File: src/rtl/tx_block.sv
// UART transmitter: one-entry holding buffer feeding a start/data/stop serializer.
// Frame size and bit period are latched per frame so mid-frame config changes are harmless.
module tx_block (
    input  logic        clk,
    input  logic        rst,
    input  logic [3:0]  data_size,
    input  logic [13:0] bit_period,
    input  logic [7:0]  tx_data,
    input  logic        data_write,
    output logic        buffer_full,
    output logic        tx_busy,
    output logic        frame_done,
    output logic        write_error,
    input  logic        clear_error,
    output logic        serial_out
);

    typedef enum logic [1:0] {
        IDLE,
        START,
        DATA,
        STOP
    } state_t;

    state_t      state;
    state_t      state_next;
    logic [7:0]  hold_reg;
    logic [7:0]  shift_reg;
    logic [7:0]  shift_next;
    logic [13:0] bit_timer;
    logic [13:0] timer_next;
    logic [13:0] frame_period;
    logic [3:0]  frame_size;
    logic [2:0]  bit_idx;
    logic [2:0]  idx_next;
    logic [3:0]  eff_size;
    logic [13:0] eff_period;
    logic        serial_next;
    logic        bit_end;
    logic        last_bit;
    logic        transfer;
    logic        write_accept;
    logic        write_drop;

    // Clamp the requested configuration to the supported range before latching it.
    always_comb begin
        eff_size   = data_size;
        eff_period = bit_period;
        if (data_size < 4'd5) begin
            eff_size = 4'd5;
        end else if (data_size > 4'd8) begin
            eff_size = 4'd8;
        end
        if (bit_period < 14'd2) begin
            eff_period = 14'd2;
        end
    end

    assign bit_end      = (state != IDLE) && (bit_timer == frame_period - 14'd1);
    assign last_bit     = ({1'b0, bit_idx} == frame_size - 4'd1);
    assign transfer     = buffer_full && ((state == IDLE) || ((state == STOP) && bit_end));
    assign write_accept = data_write && (!buffer_full || transfer);
    assign write_drop   = data_write && buffer_full && !transfer;

    assign tx_busy    = (state != IDLE);
    assign frame_done = (state == STOP) && bit_end;

    always_comb begin
        // NOTE: every signal written here gets a default first so no path leaves it unassigned (no latch).
        state_next  = state;
        shift_next  = shift_reg;
        timer_next  = bit_timer;
        idx_next    = bit_idx;
        serial_next = 1'b1;

        if (state != IDLE) begin
            timer_next = bit_end ? 14'd0 : bit_timer + 14'd1;
        end

        case (state)
            IDLE: begin
            end
            START: begin
                if (bit_end) begin
                    state_next = DATA;
                    idx_next   = 3'd0;
                end
            end
            DATA: begin
                if (bit_end) begin
                    shift_next = {1'b0, shift_reg[7:1]};
                    if (last_bit) begin
                        state_next = STOP;
                    end else begin
                        idx_next = bit_idx + 3'd1;
                    end
                end
            end
            STOP: begin
                if (bit_end) begin
                    state_next = IDLE;
                end
            end
        endcase

        // A transfer overrides the normal STOP exit, giving back-to-back frames.
        if (transfer) begin
            state_next = START;
            shift_next = hold_reg;
            timer_next = 14'd0;
            idx_next   = 3'd0;
        end

        // The line is registered, so it is driven from the state being entered.
        case (state_next)
            IDLE:    serial_next = 1'b1;
            START:   serial_next = 1'b0;
            DATA:    serial_next = shift_next[0];
            STOP:    serial_next = 1'b1;
        endcase
    end

    always_ff @(posedge clk) begin
        // NOTE: non-blocking assignments so every register samples the pre-edge values.
        if (rst) begin
            state        <= IDLE;
            hold_reg     <= 8'd0;
            shift_reg    <= 8'd0;
            bit_timer    <= 14'd0;
            bit_idx      <= 3'd0;
            frame_size   <= 4'd0;
            frame_period <= 14'd0;
            buffer_full  <= 1'b0;
            write_error  <= 1'b0;
            serial_out   <= 1'b1;
        end else begin
            state      <= state_next;
            shift_reg  <= shift_next;
            bit_timer  <= timer_next;
            bit_idx    <= idx_next;
            serial_out <= serial_next;

            if (transfer) begin
                frame_size   <= eff_size;
                frame_period <= eff_period;
            end

            if (write_accept) begin
                hold_reg    <= tx_data;
                buffer_full <= 1'b1;
            end else if (transfer) begin
                buffer_full <= 1'b0;
            end

            // A dropped write on the same edge as a clear keeps the flag set.
            if (write_drop) begin
                write_error <= 1'b1;
            end else if (clear_error) begin
                write_error <= 1'b0;
            end
        end
    end

endmodule

File: config.mk
export PLATFORM = sky130hd
export DESIGN_NAME = tx_block
export DESIGN_NICKNAME = d
export VERILOG_FILES = /design/src/rtl/tx_block.sv
export SDC_FILE = /design/constraint.sdc
export NUM_CORES = 1
export LEC_CHECK = 0
export ABC_CLOCK_PERIOD_IN_PS = 6850
export CORE_MARGIN = 2
export CORE_UTILIZATION = 61
export DETAILED_ROUTE_END_ITERATION = 10
export PLACE_DENSITY = 0.94
export SLEW_MARGIN = 25
export SYNTH_ARGS = -nofsm -noshare
export SYNTH_HDL_FRONTEND = slang
export SYNTH_SLANG_ARGS = --single-unit
File: constraint.sdc
create_clock -name clk -period 6.85 [get_ports clk]
set_input_delay 1.37 -clock clk [delete_from_list [all_inputs] [get_ports clk]]
set_output_delay 1.37 -clock clk [all_outputs]
set_load 0.05 [all_outputs]
== Yosys cells after proc, flatten, opt, wreduce, memory -nomap -nowiden ==
Index checks and enable logic that the tools add are counted.

* Register bits after elaboration: 56

* Add/subtract/negate cells: 4
* $lt $le $gt $ge: 3
* Equality and inequality tests: 11
* Mux-type cells: 22
* Reductions and logical operators: 22

{| class="wikitable"
|+ Operators with widths
! cell !! number
|-
| $mux W14 || 2
|-
| $mux W8 || 3
|-
| $add A14 B1 Y14 const B || 1
|-
| $eq A14 B14 Y1 || 1
|-
| $lt A14 B2 Y1 const B || 1
|-
| $sub A14 B1 Y14 const B || 1
|-
| $reduce_bool A2 Y1 || 6
|-
| $mux W2 || 5
|-
| $mux W3 || 3
|-
| $eq A2 B2 Y1 const B || 4
|-
| $mux W4 || 2
|-
| $logic_and A1 B1 Y1 || 6
|-
| $ne A2 B2 Y1 const B || 3
|-
| $pmux W2 S3 || 1
|-
| $pmux W3 S2 || 1
|-
| $eq A2 B1 Y1 const B || 2
|-
| $eq A3 B4 Y1 || 1
|-
| $gt A4 B4 Y1 const B || 1
|-
| $logic_not A2 Y1 || 2
|-
| $lt A4 B3 Y1 const B || 1
|-
| $mux W1 || 4
|-
| $reduce_and A4 Y1 || 1
|-
| $reduce_or A2 Y1 || 2
|-
| $sub A4 B1 Y4 const B || 1
|-
| other kinds (5) || 7
|}

== Depth between registers and ports, before layout ==
* Word-level depth: 10
* Mapped depth: 17
* Gate-level depth less buffers: 13

== Worst setup path after synthesis ==
Ideal clock, no wire load.

* Kind: reg2out
* Start: register frame_period[0]
* End: output frame_done
* Data arrival time: 2.640 ns
* Data required time: 5.480 ns
* Slack: 2.840 ns
* Stages on the path, launching flop included: 12
* Path through: dfxtp_1 buf_6 inv_1 ha_1 clkbuf_1 clkbuf_1 nand4_1 xor2_1 o21ai_0 and3_1 clkbuf_1 and3_1

* Cells in the longest elaborated chain, start to end: 4

{| class="wikitable"
|+ Ends and longest elaborated chain
! what !! RTL line !! RTL
|-
| start, declared || 32 || <nowiki>logic [13:0] frame_period;</nowiki>
|-
| start signal, assigned || 145 || <nowiki>frame_period <= eff_period;</nowiki>
|-
| $sub A14 B1 Y14 || 59 || <nowiki>assign bit_end = (state != IDLE) && (bit_timer == frame_period - 14'd1);</nowiki>
|-
| $eq A14 B14 Y1 || 59 ||
|-
| $logic_and A1 B1 Y1 || 59 ||
|-
| $logic_and A1 B1 Y1 || 66 || <nowiki>assign frame_done = (state == STOP) && bit_end;</nowiki>
|-
| end, declared || 12 || <nowiki>output logic frame_done,</nowiki>
|}

No other way between the ends.

== Worst setup path in the final report ==
Same ends and word-level chain as after synthesis.

==> flow_summary.yaml <==
status:
  status: "finished, final reports clean"
drt:
  vias: 3011
  wl_per_cell_um: 15.2
  wl_met2_um: 3800
  vias_per_cell: 6.08
  drt_first_iter_violations: 196
  wl_met3_um: 326
  highest_layer: "met4"
  dr.pass1.iters: 5
  ant_nets: 0
  wl_met1_um: 3190
  wl_um: 7510
  drc: 0
worst_setup_path:
  rr_worst_depth: 11
  cp_cell_sequence: "inv_1 -> ha_1 -> o21ba_2 -> a221oi_1 -> a41oi_1 -> a2111oi_2 -> and4_4 -> and3_1 -> clkdlybuf4s50_1"
  path_delay_family: "compound AO/OA/AOI/OAI gates"
  crit_path_max_incr_delay_ns: 0.81
  reg2reg_slack_ns: 3.35
  slowest_stage: "clkdlybuf4s50_1"
  cp_max_fo: 17
  regToRegEndpoint: "frame_period[0]"
  cp-start-kind: "flop"
  r2r_start: "frame_period[0]"
  path_buf_inv: 2
  endpoint_kind: "output port"
  worstSetupPathType: "reg -> out"
  required_ns: 5.48
  critical_path_arrival_ns: 3.71
final_layout:
  reg_top3: "bit_timer (14), frame_period (14)"
  drive_gt1_share_pct: 6.86
  stdcell_area_um2: 3760
  layout_common_cells: "nor2_1, dfxtp_1, clkdlybuf4s50_1"
  mostFrequentLayoutCell: "nor2_1"
  nets: 459
  antenna_cells: 0
  synthToLayoutAreaGrowth_pct: 11.7
worst_hold_path:
  whs_endpoint: "hold_reg[4]"
  hold_path.class: "reg -> reg"
  hold-path-cell-count: 2
  min_from: "hold_reg[4]"
grt:
  track_usage_pct: 25.4
  grt_max_degree: 43
  grt_pass1_vias: 2776
  grt_pass1_wl_um: 12600
  grt_overflow_total: 0
  antenna_found_initial: 0
floorplanning:
  initial_core_util_pct: 62.4
  fp.dieW_um: 78.3
  die_area_um2: 6140
  pin_count: 35
  core_region_area_um2: 5410
  row_count: 27
  die_h_um: 78.3
clocking:
  cts.hold.buffers_added: 0
  cts_sinks: 56
  cts_resized: 0
  cts.clk_slew.worst_paths_ns: 0.09
  clk_latency_ns: 0.32
  cts_root_buf: "clkbuf_8"
  cts_inserted_buffers: 5
  h-tree-depth: 2
  cts_tree: "done"
  post_cts_buffers: 0
  cts.path.max_buffers: 2
yosys:
  netlist.area_leader.share_pct: 33.3
  ys_seq_area_share_pct: 33.3
  yosysTopAreaCell: "dfxtp_1"
  synthCells: 405
  async_flop_share_pct: 0
  ys.flop_type: "dfxtp_1"
  syn-num-nets: 441
  ys_top_cells_by_area: "dfxtp_1, nor2_1, xor2_1"
  yosysWarnings: 0
  synth-edff-count: 0
  synth-seq-cells: 56
  netlist_area_um2: 3370
  synth_area_per_cell_um2: 8.32
  synth_cell_types: 61
placement:
  post-dp-hpwl_um: 5510
  port_buffers: 34
  place.gp.congestion: 0.857
  dpl_cell_area_um2: 3690
power:
  power_density_nw_per_um2: 185
  leakage_nw: 1.39
  vdd_drop_max_mv: 0.128
sta:
  rsz0062_at_grt: "false"
  setup_violations: 0
  skew_ns: 0.00732
  finalCritPeriodShare_pct: 74.1
  slew_viol_final: 0
  final.setup.tns_ns: 0
  max_slew.worst_pin.slew_ns: 0.783
  timing_hold_violations_final: 0
  min_period_ns: 5.08
  max_freq_mhz: 197
  slew_headroom_pct: 47.7
flow_run:
  drv_cap: 0
-- report_power, final --
part           internal [mW]  switching, mW
Sequential             0.340         0.0177
Clock                 0.0699          0.105
Combinational         0.0711         0.0921
-- layout make-up --
| cell class | instances | area, µm² |
|---|---|---|
| Tap cell | 72 | 90.1 |
| Timing Repair Buffer | 36 | 355 |
| Clock buffer | 6 | 72.6 |
| Clock inverter | 1 | 5.00 |
| Multi-Input combinational cell | 307 | 2060 |
| Inverter | 17 | 63.8 |
| Sequential cell | 56 | 1120 |
| Fill cell | 429 | 1640 |
-- stage by stage --
| stage | worst slack, ns | total power, mW | utilization [%] | hold WS [ns] | instances |
|---|---|---|---|---|---|
| after floorplan | 2.84 | 0.484 | - | 0.454 | 405 |
| after global placement | 2.32 | 0.519 | 68.2 | 0.468 | 488 |
| after detailed placement | 2.16 | 0.525 | 68.2 | 0.474 | 488 |
| after CTS | 1.78 | 0.696 | 69.7 | 0.488 | 495 |
| after global routing | 1.59 | 0.725 | 69.7 | 0.518 | 495 |
| final | 1.77 | 0.695 | 69.7 | 0.488 | 495 |
-- cells in the mapped netlist (2+ instances only) --
cell / count
clkbuf_1: 19
nor3b_1: 4
a41oi_1: 3
a2111oi_1: 2
a21boi_0: 2
nand2_1: 21
nand4_1: 11
xnor2_1: 13
buf_6: 4
o21ai_0: 6
a211o_1: 2
a221oi_1: 2
and3_1: 5
a21oi_1: 12
a2111oi_2: 5
xor2_1: 20
nand3_1: 19
ha_1: 6
mux2i_1: 16
nor2_1: 69
a311oi_1: 3
nor2b_1: 4
or3_1: 4
dfxtp_1: 56
nor3_2: 2
nor4_1: 3
inv_1: 16
o41ai_4: 2
nand3b_1: 10
a31oi_1: 3
o31ai_1: 2
a211oi_2: 2
o21ai_1: 14
nor3_1: 16
-- worst max path at each step --
stage / from / to / slack [ns] / cells after the start
finish: frame_period[0] / frame_done / 1.77 / 9
global route: frame_period[0] / frame_done / 1.59 / 9
CTS: frame_period[0] / frame_done / 1.78 / 9
global placement: frame_period[0] / frame_done / 2.32 / 9
detailed placement: frame_period[0] / frame_done / 2.16 / 9
floorplan: frame_period[0] / frame_done / 2.84 / 11
-- worst min-delay path, cell delays in order (launching register included) --
cell and delay [ns]:
dfxtp_1 0.32, o21ai_1 0.07, a21oi_1 0.06
-- metal layers --
metal  vias to the layer above  global-route usage, %
met3                        22                   3.91
met4                         0                   10.4
li1                       1482                      -
met5                         -                      0
met2                        90                   45.5
met1                      1417                   30.2
-- cell families (layout without fill, tap and decap cells) --
| group | Yosys count | in the layout | synth area share [%] |
|---|---|---|---|
| AO/OA/AOI/OAI | 73 | 73 | 18.2 |
| XOR/XNOR | 33 | 33 | 8.57 |
| adder cells (fa/ha/maj) | 6 | 6 | 2.23 |
| buffers and inverters | 42 | 60 | 5.72 |
| flip-flops | 56 | 56 | 33.3 |
| multiplexers | 17 | 17 | 5.09 |
| AND/OR/NAND/NOR | 178 | 178 | 27.0 |
Power figures use the tool's default switching activity.
